File: src/rtl/ce_acc_tm_if.sv
// Beat/result bundle for the time-multiplexed convolution element.
// The master drives beats in and takes results; the slave is the element itself.
// Ports: data2conv/w/bias/en_in -> in_ready; d_out/en_out -> out_ready; fsm_state is status only.
interface ce_acc_tm_if #(
    parameter int LANES  = 4,
    parameter int KERNEL = 3,
    parameter int N      = 4,
    parameter int M      = 4,
    parameter int ACC_W  = 17,
    parameter int OUT_W  = 14
);
    logic [LANES*KERNEL*KERNEL*N-1:0] data2conv;
    logic [LANES*KERNEL*KERNEL*M-1:0] w;
    logic [ACC_W-1:0]                 bias;
    logic                             en_in;
    logic                             in_ready;
    logic                             out_ready;
    logic [OUT_W-1:0]                 d_out;
    logic                             en_out;
    logic [1:0]                       fsm_state;

    modport master (
        output data2conv, w, bias, en_in, out_ready,
        input  in_ready, d_out, en_out, fsm_state
    );

    modport slave (
        input  data2conv, w, bias, en_in, out_ready,
        output in_ready, d_out, en_out, fsm_state
    );
endinterface

File: src/rtl/ce_acc_tm.sv
// Convolution element: LANES channel windows MAC'd per beat, CL_IN/LANES beats plus bias per pixel, round/shift/ReLU/saturate.
// Latency: result valid after the 2nd edge following acceptance of a pixel's last beat; one beat per cycle.
// Backpressure: while en_out is held without out_ready, in_ready is low and the whole pipe, counter and accumulator freeze.
// Ports: clk, rst (sync, active high), bus (slave): beats in via data2conv/w/bias/en_in/in_ready,
//        results out via d_out/en_out/out_ready, fsm_state reports IDLE/ACCUM/DRAIN/HOLD.
module ce_acc_tm #(
    parameter int CL_IN  = 8,
    parameter int LANES  = 4,
    parameter int KERNEL = 3,
    parameter int N      = 4,
    parameter int M      = 4,
    parameter int SR     = 2,
    parameter int RELU   = 1,
    parameter int OUT_W  = N + 10,
    parameter int ACC_W  = N + M + $clog2(KERNEL*KERNEL*CL_IN) + 2
) (
    input  logic        clk,
    input  logic        rst,
    ce_acc_tm_if.slave  bus
);
    localparam int KK     = KERNEL * KERNEL;
    localparam int PASSES = CL_IN / LANES;
    localparam int CW     = (PASSES > 1) ? $clog2(PASSES) : 1;
    // Post-processing width: wide enough for acc + psum + rounding without wrap.
    localparam int SW     = ((ACC_W > OUT_W) ? ACC_W : OUT_W) + 2;

    localparam logic signed [SW-1:0] RND  = SW'((1 << SR) >> 1);
    localparam logic signed [SW-1:0] MAXV = SW'((1 << (OUT_W-1)) - 1);
    localparam logic signed [SW-1:0] MINV = ~MAXV;

    typedef enum logic [1:0] {
        S_IDLE  = 2'd0,
        S_ACCUM = 2'd1,
        S_DRAIN = 2'd2,
        S_HOLD  = 2'd3
    } state_e;

    // Registered state
    logic [CW-1:0]           cnt_q,     cnt_d;
    logic                    p_vld_q,   p_vld_d;
    logic                    p_first_q, p_first_d;
    logic                    p_last_q,  p_last_d;
    logic signed [ACC_W-1:0] psum_q,    psum_d;
    logic signed [ACC_W-1:0] p_bias_q,  p_bias_d;
    logic signed [ACC_W-1:0] acc_q,     acc_d;
    logic [OUT_W-1:0]        d_out_q,   d_out_d;
    logic                    en_out_q,  en_out_d;
    state_e                  state_q,   state_d;

    // Combinational
    logic                    stall, in_ready, accept, cnt_last;
    logic [N-1:0]            dv;
    logic [M-1:0]            wv;
    logic [N+M-1:0]          prod;
    logic signed [ACC_W-1:0] psum;
    logic signed [SW-1:0]    sum_w, rnd, r, r2;

    // Stage 0: signed MAC over every lane's window. Operands are sign-extended to
    // the full product width so the unsigned multiply yields the exact signed product.
    always_comb begin
        psum = '0;
        dv   = '0;
        wv   = '0;
        prod = '0;
        for (int l = 0; l < LANES; l++) begin
            for (int k = 0; k < KK; k++) begin
                dv   = bus.data2conv[(l*KK + k)*N +: N];
                wv   = bus.w[(l*KK + k)*M +: M];
                prod = {{M{dv[N-1]}}, dv} * {{N{wv[M-1]}}, wv};
                psum = psum + {{(ACC_W-N-M){prod[N+M-1]}}, prod};
            end
        end
    end

    assign stall    = en_out_q && !bus.out_ready;
    assign in_ready = !rst && !stall;
    assign accept   = bus.en_in && in_ready;
    assign cnt_last = (cnt_q == CW'(PASSES - 1));

    // Stage 2 arithmetic and post-processing (round half-up, shift, ReLU, saturate).
    always_comb begin
        sum_w = (p_first_q ? SW'(p_bias_q) : SW'(acc_q)) + SW'(psum_q);
        rnd   = sum_w + RND;
        r     = rnd >>> SR;
        r2    = r;
        if (RELU != 0 && r < 0) begin
            r2 = '0;
        end
    end

    always_comb begin
        cnt_d     = cnt_q;
        p_vld_d   = p_vld_q;
        p_first_d = p_first_q;
        p_last_d  = p_last_q;
        psum_d    = psum_q;
        p_bias_d  = p_bias_q;
        acc_d     = acc_q;
        d_out_d   = d_out_q;
        en_out_d  = en_out_q;

        if (!stall) begin
            // Stage 1: capture the beat with its position in the pixel; the bias
            // rides along so a following pixel's first beat cannot overwrite it.
            p_vld_d = accept;
            if (accept) begin
                psum_d    = psum;
                p_first_d = (cnt_q == '0);
                p_last_d  = cnt_last;
                p_bias_d  = bus.bias;
                cnt_d     = cnt_last ? '0 : cnt_q + 1'b1;
            end

            // Not stalled with en_out high means the result is consumed this edge.
            en_out_d = 1'b0;

            // Stage 2: accumulate; the last beat of a pixel produces the result.
            if (p_vld_q) begin
                acc_d = sum_w[ACC_W-1:0];
                if (p_last_q) begin
                    en_out_d = 1'b1;
                    if (r2 > MAXV) begin
                        d_out_d = MAXV[OUT_W-1:0];
                    end else if (r2 < MINV) begin
                        d_out_d = MINV[OUT_W-1:0];
                    end else begin
                        d_out_d = r2[OUT_W-1:0];
                    end
                end
            end
        end
    end

    // Status FSM, derived from the next-cycle pipe contents: a held result
    // dominates, then a last beat in flight, then any partial pixel.
    always_comb begin
        state_d = S_IDLE;
        if (en_out_d && !bus.out_ready) begin
            state_d = S_HOLD;
        end else if (p_vld_d && p_last_d) begin
            state_d = S_DRAIN;
        end else if (cnt_d != '0 || p_vld_d) begin
            state_d = S_ACCUM;
        end
    end

    always_ff @(posedge clk) begin
        if (rst) begin
            cnt_q     <= '0;
            p_vld_q   <= 1'b0;
            p_first_q <= 1'b0;
            p_last_q  <= 1'b0;
            psum_q    <= '0;
            p_bias_q  <= '0;
            acc_q     <= '0;
            d_out_q   <= '0;
            en_out_q  <= 1'b0;
            state_q   <= S_IDLE;
        end else begin
            cnt_q     <= cnt_d;
            p_vld_q   <= p_vld_d;
            p_first_q <= p_first_d;
            p_last_q  <= p_last_d;
            psum_q    <= psum_d;
            p_bias_q  <= p_bias_d;
            acc_q     <= acc_d;
            d_out_q   <= d_out_d;
            en_out_q  <= en_out_d;
            state_q   <= state_d;
        end
    end

    assign bus.in_ready  = in_ready;
    assign bus.d_out     = d_out_q;
    assign bus.en_out    = en_out_q;
    assign bus.fsm_state = state_q;
endmodule
File: src/flat_wrapper.sv
// flat-port wrapper written by rule: the top's interface ports become plain ports
module ce_acc_tm_flat 
#(
    parameter int CL_IN  = 8,
    parameter int LANES  = 4,
    parameter int KERNEL = 3,
    parameter int N      = 4,
    parameter int M      = 4,
    parameter int SR     = 2,
    parameter int RELU   = 1,
    parameter int OUT_W  = N + 10,
    parameter int ACC_W  = N + M + $clog2(KERNEL*KERNEL*CL_IN) + 2
)
  (clk, rst, bus_data2conv, bus_w, bus_bias, bus_en_in, bus_out_ready, bus_in_ready, bus_d_out, bus_en_out, bus_fsm_state);
  ce_acc_tm_if #(.LANES(LANES), .KERNEL(KERNEL), .N(N), .M(M), .ACC_W(ACC_W), .OUT_W(OUT_W)) bus_i ();
  input  logic clk;
  input  logic rst;
  input wire logic [$bits(bus_i.data2conv)-1:0] bus_data2conv;
  input wire logic [$bits(bus_i.w)-1:0] bus_w;
  input wire logic [$bits(bus_i.bias)-1:0] bus_bias;
  input wire logic [$bits(bus_i.en_in)-1:0] bus_en_in;
  input wire logic [$bits(bus_i.out_ready)-1:0] bus_out_ready;
  output wire logic [$bits(bus_i.in_ready)-1:0] bus_in_ready;
  output wire logic [$bits(bus_i.d_out)-1:0] bus_d_out;
  output wire logic [$bits(bus_i.en_out)-1:0] bus_en_out;
  output wire logic [$bits(bus_i.fsm_state)-1:0] bus_fsm_state;
  assign bus_i.data2conv = bus_data2conv;
  assign bus_i.w = bus_w;
  assign bus_i.bias = bus_bias;
  assign bus_i.en_in = bus_en_in;
  assign bus_i.out_ready = bus_out_ready;
  assign bus_in_ready = bus_i.in_ready;
  assign bus_d_out = bus_i.d_out;
  assign bus_en_out = bus_i.en_out;
  assign bus_fsm_state = bus_i.fsm_state;
  ce_acc_tm #(.CL_IN(CL_IN), .LANES(LANES), .KERNEL(KERNEL), .N(N), .M(M), .SR(SR), .RELU(RELU), .OUT_W(OUT_W), .ACC_W(ACC_W)) u_core (.clk(clk), .rst(rst), .bus(bus_i));
endmodule
File: config.mk
export PLATFORM = sky130hd
export DESIGN_NAME = ce_acc_tm_flat
export DESIGN_NICKNAME = d
export VERILOG_FILES = /design/src/rtl/ce_acc_tm_if.sv /design/src/rtl/ce_acc_tm.sv /design/src/flat_wrapper.sv
export SDC_FILE = /design/constraint.sdc
export NUM_CORES = 2
export LEC_CHECK = 0
export ABC_AREA = 1
export CORE_MARGIN = 2
export CORE_UTILIZATION = 44
export CTS_CLUSTER_DIAMETER = 30
export DETAILED_ROUTE_END_ITERATION = 10
export GPL_TIMING_DRIVEN = 1
export PLACE_DENSITY = 0.7
export RECOVER_POWER = 25
export SLEW_MARGIN = 20
export SYNTH_ARGS = -nofsm -noshare
export SYNTH_HDL_FRONTEND = slang
export SYNTH_SLANG_ARGS = --single-unit
File: constraint.sdc
create_clock -name clk -period 13.1 [get_ports clk]
set_input_delay 1.965 -clock clk [delete_from_list [all_inputs] [get_ports clk]]
set_output_delay 1.965 -clock clk [all_outputs]
set_load 0.02 [all_outputs]
**Yosys cells after proc, flatten, opt, wreduce, memory -nomap -nowiden**

Index checks and enable logic that the tools add are counted.

- Multiplexer cells: 16
- $lt $le $gt $ge: 3
- Bitwise operators: 2
- Reductions and logical operators: 12
- Add/subtract/negate cells: 38
- Multipliers: 36

Operators by type and width:

| kind | count |
|---|---|
| $add A17 B17 Y17 | 34 |
| $mul A4 B4 Y8 | 36 |
| $mux W19 | 2 |
| $mux W14 | 2 |
| $add A19 B17 Y19 | 1 |
| $add A19 B3 Y19 const B | 1 |
| $gt A19 B14 Y1 const B | 1 |
| $lt A19 B14 Y1 const B | 1 |
| $lt A17 B1 Y1 const B | 1 |
| $mux W1 | 10 |
| $add A8 B8 Y9 | 1 |
| $logic_and A1 B1 Y1 | 5 |
| $mux W2 | 2 |
| $reduce_and A2 Y1 | 2 |
| $logic_not A1 Y1 | 3 |
| $reduce_and A3 Y1 | 1 |
| $not A1 Y1 | 2 |
| $add A1 B1 Y1 const B | 1 |
| $logic_or A1 B1 Y1 | 1 |

- Input port bits: 309
- Register bits: 72
- Output and inout bits: 18
- Word-level logic and storage cells: 117

**Logic depth before layout (Yosys ltp)**

- Word-level depth: 36
- Mapped depth: 38
- Depth with buffers taken out: 38

**Least setup slack after synthesis**

OpenSTA, ideal clock, no wires.

- Kind: input to register
- From: input bus_w[7]
- To: register u_core.psum_q[16]
- Arrival: 10.685 ns
- Path slack: 2.283 ns
- Stages: 37
- Path buffers: 0
- Required time: 12.968 ns
- Setup time: 0.132 ns
- Path through: inv_1 -> or2_2 -> fa_1 -> fa_1 -> fa_1 -> inv_1 -> fa_1 -> ha_1 -> a21oi_1 -> o21ai_0 -> a21oi_1 -> o21ai_0 -> a21o_1 -> a21oi_1 -> xor2_1 -> fa_1 -> fa_1 -> inv_1 -> fa_1 -> inv_1 -> fa_1 -> fa_1 -> inv_1 -> fa_1 -> inv_1 -> fa_1 -> inv_1 -> ha_1 -> nand2_1 -> nor2_1 -> nand3_1 -> o2111ai_1 -> nand2_1 -> inv_1 -> nor3_1 -> o21ai_0 -> a21oi_1

- Cells in the longest elaborated chain, start to end: 36

RTL lines:

| item | RTL line | RTL |
|---|---|---|
| start, declared | flat_wrapper.sv:19 | `input wire logic [$bits(bus_i.w)-1:0] bus_w;` |
| $mul A4 B4 Y8 | ce_acc_tm.sv:69 | `prod = {{M{dv[N-1]}}, dv} * {{N{wv[M-1]}}, wv};` |
| $add A8 B8 Y9 | ce_acc_tm.sv:70 | `psum = psum + {{(ACC_W-N-M){prod[N+M-1]}}, prod};` |
| $add A17 B17 Y17 (34 in series) | ce_acc_tm.sv:70 |  |
| end signal, assigned | ce_acc_tm.sv:164 | `psum_q <= psum_d;` |
| end, declared | ce_acc_tm.sv:43 | `logic signed [ACC_W-1:0] psum_q, psum_d;` |

Every way passes these cells.
A chain may end at the register's enable or synchronous reset.

**Worst setup path in the final report**

Ends and elaborated chain as after synthesis.

==> qor.txt <==
Status: finished clean
Routed len/inst: 14.4 um
Setup crit start kind: input port
# IOs: 327
CP arrival: 12.11 ns
CTS hold repair buffers: 0
R2R Setup Slk: 9.66 ns
Max incr delay on CP: 0.60 ns
Slew headroom: 0.411
Longest Clk Path Bufs: 2
Post-CTS setup buffers: 0
Yosys Warn Count: 0
Syn Area/Cell: 8.36 um^2
Total CTS buffers: 9
Core area: 73000 um^2
Setup tns final: 0 ns
Worst r2r src: u_core.p_first_q$_SDFFE_PP0P_
Via count: 24366
Initial core utilization: 0.444
Total gr overflow: 0
ANT nets after route: 0
Post-synth net total: 5297
Routability Congestion: 0.899
First-pass GRT wire length: 126 mm
DRC violations left: 0
Period utilization: 0.908
Clk sinks: 72
TritonCTS clock tree: done
Peak fanout along the critical path: 11
CTS clk-pin slew, worst paths: 0.06 ns
Worst Tran Pin Value: 0.883 ns
FMAX: 0.0840 GHz
Die Area: 75800 um^2
DRT Pass-1 Iters: 5
PostCTS Resize Cnt: 0
Synthesized cell area: 32400 um^2
Fin nets: 5615
CP max stage cell: fa_1
Number of register bits inferred by synthesis: 72
Cells after Synth: 3875
CP dominant cell by count: fa_1
Port Buffers: 326
DIE WIDTH: 275 um
CTS root buf: clkbuf_16
Drt first-iter violations: 998
Endpoint class of the critical path: flip-flop
Max-slew violation count: 0
Min-delay src: u_core.p_bias_q[0]$_SDFFE_PP0P_
Routed vias/inst: 4.72
FF+latch area: 1440 um^2
Crit path time final: 11.90 ns
Largest net degree at the start of global routing: 58
Die Y-Extent: 275 um
Fraction of layout cells with a size suffix above 1: 0.0298
Area of the multi-input gates: 26800 um^2
Routed WL: 74.1 mm
Final Skew: 0.00896 ns
Netlist cell types: 32
Area growth syn-to-layout: 14.5%
Worst setup path start: bus_w[7]
WS Path Type: in2reg
Initial antenna violation count: 3
Unrepaired setup endpoints after global routing: false
Hold Crit Class: reg2reg
Max Cap Violations: 0
Finish-stage setup viols: 0
Cell Rows: 99
Register area share after synthesis: 0.0445
Global Route Usage Sum: 0.206
Req. time, crit path: 13.31 ns
Fill cells: 6938
H-Tree Depth: 3
Final hold vios: 0
Post-DP HPWL: 68.6 mm
Clock Latency Late Sink: 0.34 ns
Vias in the first global route: 25944
## per-layer routing
metal	routed length [um]	vias up	global-route usage	share of wire
met5	9	-	0	0.00012
li1	-	12133	-	-
met4	1660	2	0.0438	0.022
met3	3580	87	0.0238	0.048
met2	37100	505	0.372	0.50
met1	31700	11639	0.265	0.43
## final cells by class
cell class / instances / area share
diodes: 1 / 0.0000675
well taps: 959 / 0.0323
flip-flops and latches: 72 / 0.0389
clock inverters: 6 / 0.00179
multi-input cells: 2707 / 0.723
inverters: 1071 / 0.108
clock buffers: 10 / 0.00644
repair buffers: 332 / 0.0891
## sequential cells by signal (all words and copies together) (netlist names)
| name | flops |
|---|---|
| u_core.p_first_q | 1 |
| u_core.psum_q | 17 |
| u_core.bus.fsm_state | 2 |
| u_core.bus.en_out | 1 |
| u_core.bus.d_out | 14 |
| u_core.acc_q | 17 |
| u_core.p_bias_q | 17 |
| u_core.p_vld_q | 1 |
| u_core.p_last_q | 1 |
| u_core.cnt_last | 1 |
## worst max-delay path: cells and delay by family
kind	cells	cell delay [ns]
compound gates	8	1.23
xor+xnor	1	0.33
fa+ha+maj	13	6.58
buf+inv	10	1.19
simple gates	7	0.79
## layout by cell type, fill, tap and decap left out, types with 9 or more instances in the layout
cell | synthesis | routed
xor2_1 | 133 | 133
a21oi_1 | 138 | 138
or2_2 | 85 | 85
clkdlybuf4s50_1 | 0 | 308
nand3_1 | 122 | 122
xnor2_1 | 130 | 130
nand2_1 | 706 | 706
dfxtp_1 | 72 | 72
ha_1 | 481 | 481
fa_1 | 632 | 632
clkbuf_16 | 0 | 9
o21ai_0 | 102 | 102
nor2_1 | 124 | 124
nand4_1 | 13 | 13
inv_1 | 1070 | 1070
dlygate4sd3_1 | 0 | 18
## synth_stat cells
cell type	number	area (um^2)
o31ai_1	1	7.51
nand2_1	706	2650
nor2_1	124	465
clkinv_1	1	3.75
a31oi_1	2	12.5
nor3_1	5	25.0
a21oi_1	138	691
a21o_1	1	7.51
fa_1	632	12700
nand3_1	122	611
xor2_2	2	32.5
buf_1	1	3.75
nor2_2	4	25.0
ha_1	481	6020
o2111ai_1	2	17.5
nand4_1	13	81.3
a21oi_2	2	17.5
nand3_2	2	20.0
buf_6	2	22.5
dfxtp_1	72	1440
clkbuf_1	22	82.6
and2_1	4	25.0
nor3_4	1	16.3
o211ai_1	4	30.0
o21bai_1	2	15.0
xnor2_1	130	1140
o21ai_0	102	510
inv_1	1070	4020
nand2_2	8	50.1
xor2_1	133	1160
a32o_1	1	10.0
or2_2	85	532
## worst paths after layout
check | endpoint | cells after the start
setup / recovery | u_core.psum_q[16]$_SDFFE_PP0P_ | 39
setup reg to reg | u_core.bus.d_out[0]$_SDFFE_PP0P_ | 19
hold reg to reg | u_core.p_bias_q[0]$_SDFFE_PP0P_ | 2
hold / removal | u_core.p_bias_q[0]$_SDFFE_PP0P_ | 2
## logic make-up after synthesis
logic type               share of synthesized area
flip-flops                                  0.0445
AO/OA/AOI/OAI                               0.0407
XOR/XNOR                                    0.0721
buffers and inverters                        0.127
AND/OR/NAND/NOR                              0.139
adder cells (fa/ha/maj)                      0.576
## metrics by stage
step / area (um^2) / setup WS (ns) / hold WS, ns / utilization / std cells
floorplan: 32400 / 2.28 / 0.430 / - / 3875
global placement: 36800 / 0.943 / 0.444 / 0.504 / 5141
detailed placement: 36800 / 0.800 / 0.447 / 0.504 / 5141
CTS: 37100 / 1.14 / 0.456 / 0.509 / 5157
global route: 37100 / 0.673 / 0.464 / 0.508 / 5158
finish: 37100 / 1.20 / 0.452 / 0.508 / 5158
Power is not shown: default switching activity piles up to over one toggle a cycle in this logic, so the estimate is an artifact.
